--- src/rtl/inst_fetch_resp_pkg.sv ---
// ============================================================================
// Module : inst_fetch_resp_pkg
// Brief  : Shared bus widths, reset PC and fetch FSM state encodings.
// Rev    : 1.0  initial release
// ============================================================================
`default_nettype none

package inst_fetch_resp_pkg;

    localparam int ADDR_W = 32;
    localparam int DATA_W = 32;

    localparam logic [ADDR_W-1:0] INIT_PC_DEFAULT = 32'hBFC0_0000;

    typedef enum logic [2:0] {
        ST_IDLE    = 3'd0,
        ST_REQ     = 3'd1,
        ST_WAIT    = 3'd2,
        ST_HOLD    = 3'd3,
        ST_DISCARD = 3'd4
    } fetch_state_t;

endpackage

`default_nettype wire

--- src/rtl/inst_fetch_resp.sv ---
// ============================================================================
// Module : inst_fetch_resp
// Brief  : Instruction fetch bridge between the PC stage and a split
//          request/response memory port, with flush, stall and ADEL handling.
// Rev    : 1.0  initial release
// ============================================================================
`default_nettype none

module inst_fetch_resp
    import inst_fetch_resp_pkg::*;
#(
    parameter logic [ADDR_W-1:0] INIT_PC = INIT_PC_DEFAULT
) (
    input  logic              clk,
    input  logic              rst,

    input  logic              rom_en,
    input  logic [3:0]        rom_write_en,
    input  logic [ADDR_W-1:0] rom_addr,
    input  logic [DATA_W-1:0] rom_write_data,

    input  logic              flush,
    input  logic              stall_pc,
    output logic              stall_req,

    output logic [DATA_W-1:0] inst,
    output logic [ADDR_W-1:0] inst_pc,
    output logic              inst_valid,
    output logic              inst_exc_adel,

    output logic              mem_req,
    output logic [ADDR_W-1:0] mem_addr,
    input  logic              mem_addr_ok,
    input  logic              mem_data_ok,
    input  logic [DATA_W-1:0] mem_rdata
);

    fetch_state_t      r_state;
    fetch_state_t      w_state_nx;
    logic              r_discard;
    logic              w_discard_nx;
    logic [ADDR_W-1:0] w_addr_nx;
    logic [ADDR_W-1:0] w_pc_nx;
    logic [DATA_W-1:0] w_inst_nx;
    logic              w_valid_nx;
    logic              w_adel_nx;

    // The write side of the port is read-only instruction memory.
    logic w_unused_write;
    assign w_unused_write = ^{rom_write_en, rom_write_data};

    always_ff @(posedge clk) begin
        if (!rst) begin
            r_state       <= ST_IDLE;
            r_discard     <= 1'b0;
            mem_addr      <= INIT_PC;
            inst_pc       <= INIT_PC;
            inst          <= '0;
            inst_valid    <= 1'b0;
            inst_exc_adel <= 1'b0;
        end else begin
            r_state       <= w_state_nx;
            r_discard     <= w_discard_nx;
            mem_addr      <= w_addr_nx;
            inst_pc       <= w_pc_nx;
            inst          <= w_inst_nx;
            inst_valid    <= w_valid_nx;
            inst_exc_adel <= w_adel_nx;
        end
    end

    always_comb begin
        w_state_nx   = r_state;
        w_discard_nx = r_discard;
        w_addr_nx    = mem_addr;
        w_pc_nx      = inst_pc;
        w_inst_nx    = inst;
        w_valid_nx   = inst_valid;
        w_adel_nx    = inst_exc_adel;
        stall_req    = 1'b0;
        mem_req      = 1'b0;

        case (r_state)
            ST_IDLE: begin
                w_valid_nx = 1'b0;
                w_adel_nx  = 1'b0;
                if (rom_en && !flush) begin
                    if (rom_addr[1:0] == 2'b00) begin
                        w_addr_nx  = rom_addr;
                        w_pc_nx    = rom_addr;
                        w_state_nx = ST_REQ;
                        stall_req  = 1'b1;
                    end else begin
                        // Misaligned: report ADEL locally, never touch memory.
                        w_pc_nx    = rom_addr;
                        w_inst_nx  = '0;
                        w_valid_nx = 1'b1;
                        w_adel_nx  = 1'b1;
                        w_state_nx = stall_pc ? ST_HOLD : ST_IDLE;
                    end
                end
            end

            ST_REQ: begin
                mem_req   = 1'b1;
                stall_req = 1'b1;
                if (flush) begin
                    w_discard_nx = 1'b1;
                end
                if (mem_addr_ok) begin
                    w_state_nx = (r_discard || flush) ? ST_DISCARD : ST_WAIT;
                end
            end

            ST_WAIT: begin
                stall_req = !mem_data_ok;
                if (flush) begin
                    w_state_nx = mem_data_ok ? ST_IDLE : ST_DISCARD;
                end else if (mem_data_ok) begin
                    w_inst_nx  = mem_rdata;
                    w_valid_nx = 1'b1;
                    w_adel_nx  = 1'b0;
                    w_state_nx = stall_pc ? ST_HOLD : ST_IDLE;
                end
            end

            ST_HOLD: begin
                if (flush || !stall_pc) begin
                    w_valid_nx = 1'b0;
                    w_adel_nx  = 1'b0;
                    w_state_nx = ST_IDLE;
                end
            end

            ST_DISCARD: begin
                stall_req  = 1'b1;
                w_valid_nx = 1'b0;
                if (mem_data_ok) begin
                    w_discard_nx = 1'b0;
                    w_state_nx   = ST_IDLE;
                end
            end

            default: begin
                w_state_nx = ST_IDLE;
            end
        endcase

        if (flush) begin
            w_valid_nx = 1'b0;
            w_adel_nx  = 1'b0;
        end
    end

endmodule

`default_nettype wire
--- config.mk ---
export PLATFORM = sky130hd
export DESIGN_NAME = inst_fetch_resp
export DESIGN_NICKNAME = d
export VERILOG_FILES = /design/src/rtl/inst_fetch_resp_pkg.sv /design/src/rtl/inst_fetch_resp.sv
export SDC_FILE = /design/constraint.sdc
export NUM_CORES = 1
export LEC_CHECK = 0
export CELL_PAD_IN_SITES_DETAIL_PLACEMENT = 0
export CELL_PAD_IN_SITES_GLOBAL_PLACEMENT = 1
export CORE_UTILIZATION = 25
export CTS_CLUSTER_SIZE = 30
export DETAILED_ROUTE_END_ITERATION = 8
export GPL_ROUTABILITY_DRIVEN = 0
export MAX_ROUTING_LAYER = met4
export PLACE_DENSITY = 0.74
export SYNTH_ARGS = -nofsm -noshare
export SYNTH_HDL_FRONTEND = slang
export SYNTH_SLANG_ARGS = --single-unit
--- constraint.sdc ---
create_clock -name clk -period 1.84 [get_ports clk]
set_clock_uncertainty 0.1 [all_clocks]
set_input_delay 0.368 -clock clk [delete_from_list [all_inputs] [get_ports clk]]
set_output_delay 0.368 -clock clk [all_outputs]
set_load 0.02 [all_outputs]
==> results of run 1 <==
synthesized netlist by cell type (all sizes together):
cell type and count:
mux2i 2, o211ai 2, nor2b 3, nand2b 7, buf 15, a221o 1, nor3b 2, dfxtp 102
o21ai 3, inv 1, nand3b 1, a211oi 1, a2111oi 1, clkbuf 28, nand3 19, o221ai 1
nor4b 1, nor2 10, o21a 1, a21boi 76, nor3 3, a21o 2, and3 3, a21oi 4
nand2 167, nand4 32, a2bb2oi 1
per-stage QoR:
step                area (sq um)  setup TNS (ns)  hold slack (ns)
global placement            6080          -39.41            0.337
detailed placement          6080          -42.36            0.346
finish                      6420        -0.00881            0.352
global route                6420           -2.39            0.372
floorplan                   4060         -0.0784            0.352
CTS                         6400         -0.0783            0.355
worst max-delay path: stages (launching register included):
cell	delay, ns
dfxtp_4	0.37
buf_4	0.16
nor2_1	0.17
nand2_1	0.08
o211ai_1	0.09
buf_4	0.17
placed cells by master, fill, tap and decap left out, drive strengths merged, types with 2 or more instances in the layout:
| cell | synthesis | routed |
|---|---|---|
| and3 | 3 | 3 |
| nor3b | 2 | 2 |
| buf | 15 | 31 |
| a21o | 2 | 2 |
| inv | 1 | 2 |
| o21ai | 3 | 3 |
| clkdlybuf4s50 | 0 | 161 |
| dfxtp | 102 | 102 |
| nor2 | 10 | 10 |
| nor3 | 3 | 3 |
| nand3 | 19 | 19 |
| nand4 | 32 | 32 |
| mux2i | 2 | 2 |
| a21oi | 4 | 4 |
| clkbuf | 28 | 15 |
| nor2b | 3 | 3 |
| dlymetal6s2s | 0 | 3 |
| nand2 | 167 | 167 |
| nand2b | 7 | 7 |
| o211ai | 2 | 2 |
| a21boi | 76 | 76 |
| dlygate4sd2 | 0 | 3 |
cell families after synthesis:
kind of cell | synth area share [%]
flops | 50.5
buf+inv | 4.52
simple gates | 27.3
mux | 0.496
compound gates | 17.1
layer usage:
metal	vias up	part of all wire, %	routed length [um]	GRT usage [%]
met5	-	0	0	-
met4	0	1.5	193	6.37
met3	11	4.3	543	3.10
met2	98	49	6140	25.6
met1	1865	45	5640	18.8
li1	1972	-	-	-
cell type report:
cell class	count	area share [%]
clock buffer	14	4.27
clock inverter	2	0.214
inverter	1	0.0585
multi-input combinational	343	29.0
sequential	102	31.9
tap	216	4.21
timing repair buffer	199	30.4
state kept, by name, summed over array words and instances (netlist names):
register,flops
r_discard,1
inst,32
r_state,3
inst_pc,32
inst_exc_adel,1
inst_valid,1
mem_addr,32
worst min path at each step:
stage,end,startpoint,slack (ns),depth (start not counted)
global route,inst[15],inst[15],0.37,2
global placement,inst[15],inst[15],0.34,2
detailed placement,mem_addr[19],mem_addr[19],0.35,2
CTS,inst[15],inst[15],0.36,2
floorplan,r_discard,r_discard,0.35,2
finish,mem_addr[19],mem_addr[19],0.35,2
what timing repair did:
action	CTS	global route
pin swaps	3	1
resized for setup	18	10
setup buffers	1	0
setup endpoints to repair	67	69
hold buffers	0	0
power by group:
part	switching [W]	internal [W]	leakage [nW]
combinational	0.00112	0.000937	1.43
sequential	0.000135	0.00243	0.829
clock	0.000828	0.00103	0.143
total	0.00208	0.00440	2.40
==> reports/summary.txt, run 1 <==
YS warnings: 0
Fillers: 1553
Register area: 2050 sq um
Non-Filler Instances: 877
GRT overflow: 0
Clock Sinks: 102
Row count: 46
Worst Path Required: 1.37 ns
Final setup viols: 1
Max_cap viols: 0
Drt initial violations: 236
Max FO, Critical Path: 6
Post-DRT Antenna Nets: 0
Area of the multi-input gates: 1860 sq um
FF+latch count, synth: 102
Inserted Clock Buffers: 9
Dpl hpwl: 8.33 mm
Worst path arrival time: 1.38 ns
I/O Buffers: 170
Reg2reg end: mem_addr[14]
FF-to-FF Start: r_state[2]
Status: finished, violations left
Share of layout cells above drive strength 1: 8.62%
RSZ-0062 raised after global routing: true
R2R depth: 7
Vias per cell: 4.50
Reg clk slew, reported paths: 0.07 ns
IO Pins: 207
Final period util: 100%
Antenna Cells: 0
Flop-to-flop setup slack: 0.03 ns
Pre-CTS WS: -0.645 ns
Largest net degree at the start of global routing: 102
Syn avg cell area: 8.26 sq um
Slew Limit Headroom: 71.7%
Yosys top cell by area: dfxtp_1
Worst Hold Class: flop to flop
Slew @ Worst Pin: 0.424 ns
Area Overhead vs Synth: 58.9%
Drt drc: 0
Crit path capture: stall_req
Fmax: 541 MHz
PD cells: 1010 nW/um^2
Peak supply drop: 0.433 mV
Yosys cell types: 33
DRT Wirelength: 12.5 mm
Die area: 16700 sq um
Ranking of synthesized cells by area: dfxtp_1, nand2_1, a21boi_0
Final #Nets: 763
Final core utilization: 40.6%
Final hold vios: 0
Initial antenna violation count: 0
Clock Path Buffers: 2
Register area share after synthesis: 50.5%
Die Y: 129 um
Power Total: 0.00648 W
Vias in the first global route: 3899
Failing checks: negative setup slack
Gr usage total: 15.7%
Initial Util: 25.5%
CP Class: flop to primary output
Core Area: 15800 sq um
DP Cell Count: 860
PnR worst setup slack: -0.00881 ns
Number of vias in the routed layout: 3946
Worst setup path start: r_state[0]
First-pass GRT wire length: 19.7 mm
# H-tree levels: 3
Clock Tree Root: clkbuf_16
Synthesized Nets: 596
Die extent in x: 129 um
DRT Pass-1 Iters: 4
P_leak: 2.40 nW
Clk_lat worst skew: 0.34 ns
CP startpoint kind: flop
CTS tree: yes
Max-slew violation count: 0
Tmin final: 1.85 ns
Syn Std Cell Area: 4040 sq um
Synth top area share: 50.5%
Routed WL per cell: 14.3 um
Nature of the critical path endpoint: primary output
Cells after Synth: 489
No activity file was read; power rests on OpenSTA's default activity.
==> run 2: changes to the inputs <==
- RECOVER_POWER: unset -> 50
==> reports/summary.txt, run 2 (synthesis results as in run 1) <==
Status: finished, violations left
Failing checks: negative setup slack
Gr usage total: 15.7% (unchanged)
R2R depth: 7 (unchanged)
Non-Filler Instances: 877 (unchanged)
P_leak: 2.32 nW (-3.1%)
Post-DRT Antenna Nets: 0 (unchanged)
Fillers: 1562 (+0.58%)
Initial Util: 25.5% (unchanged)
Routed WL per cell: 14.2 um (-0.26%)
Hold wc startpoint: mem_addr[19]
Final period util: 100% (-0.36 points)
Final setup viols: 1 (unchanged)
Flop-to-flop setup slack: 0.03 ns (about the same)
Die extent in x: 129 um (unchanged)
GRT overflow: 0 (unchanged)
Crit path capture: stall_req
Worst setup path start: r_state[0]
# H-tree levels: 3 (unchanged)
Vias per cell: 4.54 (+0.86%)
DRT Wirelength: 12.5 mm (-0.26%)
PD cells: 1010 nW/um^2 (+0.39%)
Top flop regs: inst x32, inst_pc x32, mem_addr x32
Max-slew violation count: 0 (unchanged)
First-pass GRT wire length: 19.7 mm (unchanged)
Die area: 16700 sq um (unchanged)
Worst path arrival time: 1.37 ns (about the same)
Core Area: 15800 sq um (unchanged)
Drt drc: 0 (unchanged)
Buf+Inv Stages, Crit Path: 2 (unchanged)
FF-to-FF Start: r_state[2]
Initial antenna violation count: 0 (unchanged)
Commonest non-fill, non-tap cell in the layout: nand2_1
Reg clk slew, reported paths: 0.07 ns (about the same)
Area Overhead vs Synth: 57.8%
Die Y: 129 um (unchanged)
Critical path's largest stage delay: 0.37 ns (about the same)
Peak supply drop: 0.432 mV (-0.21%)
Share of layout cells above drive strength 1: 8.32% (-0.30 points)
Slew Limit Headroom: 68.8% (-2.9 points)
Vias in the first global route: 3899 (unchanged)
Levels on crit path: 5 (unchanged)
Nature of the critical path endpoint: primary output
Row count: 46 (unchanged)
PnR worst setup slack: -0.00220 ns (+0.00661 ns)
Worst Hold Class: flop to flop
Register area: 2050 sq um (unchanged)
Fmax: 543 MHz (+0.36%)
Antenna Cells: 0 (unchanged)
Worst Path Required: 1.37 ns (about the same)
Tmin final: 1.84 ns (-0.00661 ns)
Inserted Clock Buffers: 9 (unchanged)
RSZ-0062 raised after global routing: true
Clock Tree Root: clkbuf_16
IO Pins: 207 (unchanged)
CP dominant cell by count: buf_4
CP Class: flop to primary output
Largest net degree at the start of global routing: 102 (unchanged)
Dpl hpwl: 8.33 mm (unchanged)
I/O Buffers: 170 (unchanged)
DRT Pass-1 Iters: 4 (unchanged)
Max_cap viols: 0 (unchanged)
CTS tree: yes
CP startpoint kind: flop
DP Cell Count: 860 (unchanged)
Clock Path Buffers: 2 (unchanged)
Hold slack: 0.352 ns (+0.00000900 ns)
Max FO, Critical Path: 6 (unchanged)
Most frequent cells in the layout: nand2_1, clkdlybuf4s50_1, dfxtp_1
Final #Nets: 763 (unchanged)
Clk_lat worst skew: 0.34 ns (about the same)
Final hold vios: 0 (unchanged)
Hold Path Depth: 2 (unchanged)
Slew @ Worst Pin: 0.468 ns (+0.0439 ns)
Worst-path cell chain: buf_4 -> nor2_1 -> nand2_1 -> o211ai_1 -> buf_4
Area of the multi-input gates: 1860 sq um (-0.27%)
Delay-heaviest family, CP: flip-flops
Clock Sinks: 102 (unchanged)
Slowest CP cell: dfxtp_4
Reg2reg end: mem_addr[14]
Drt initial violations: 231 (-2.1%)
Number of vias in the routed layout: 3980 (+0.86%)
-- run 2: cell types whose count changed in the layout (fill, tap and decap cells not counted) --
| cell | change |
|---|---|
| o211ai_2 | -1 |
| o211ai_1 | +1 |
| buf_12 | -1 |
| buf_2 | -1 |
| clkbuf_1 | +4 |
| clkbuf_4 | +3 |
| dlymetal6s2s_1 | -3 |
| clkbuf_2 | +1 |
| buf_4 | -3 |
-- run 2: worst reg2reg max path: cells and delay by family (launching register included) --
kind                   cells  cell delay [ns]
AO/OA/AOI/OAI              1             0.13
buffers and inverters      2             0.54
flip-flops                 1             0.34
AND/OR/NAND/NOR            4             0.64
-- run 2: repair_timing --
action / CTS / global route
resized for setup: 18 / 10
setup buffers: 1 / 0
setup endpoints to repair: 67 / 69
hold buffers: 0 / 0
pin swaps: 3 / 1
-- run 2: metrics by stage --
step                      area (sq um)  util, %  setup TNS [ns]  power [W]  worst slack, ns
final                             6370     40.3        -0.00220    0.00646         -0.00220
after global routing              6370     40.3           -3.87    0.00684           -0.130
after detailed placement          6080     38.4          -42.36    0.00464           -0.645
after floorplan                   4060        -         -0.0784    0.00367          -0.0784
after global placement            6080     38.4          -39.41    0.00460           -0.640
after CTS                         6400     40.4         -0.0783    0.00657          -0.0608
-- run 2: worst min-delay path by stage --
stage	to
floorplan	r_discard
global placement	inst[15]
detailed placement	mem_addr[19]
CTS	inst[15]
global route	inst[15]
finish	mem_addr[19]
-- run 2: routing by layer --
metal / up-vias / track usage (%) / part of all wire (%)
met5: - / - / 0
met4: 0 / 6.37 / 1.5
met3: 11 / 3.10 / 4.4
met2: 108 / 25.6 / 49
met1: 1887 / 18.8 / 45
li1: 1974 / - / -
-- run 2: layout make-up --
cell class | instances | share of cell area, %
timing repair buffer | 199 | 29.9
multi-input combinational | 343 | 29.2
tap | 216 | 4.24
clock buffer | 14 | 4.30
sequential | 102 | 32.1
clock inverter | 2 | 0.216
inverter | 1 | 0.0589
-- run 2: power by group --
part	internal, W	switching, W	total, W	leakage [nW]
clock	0.00103	0.000831	0.00186	0.143
combinational	0.000915	0.00111	0.00203	1.35
sequential	0.00243	0.000136	0.00257	0.829
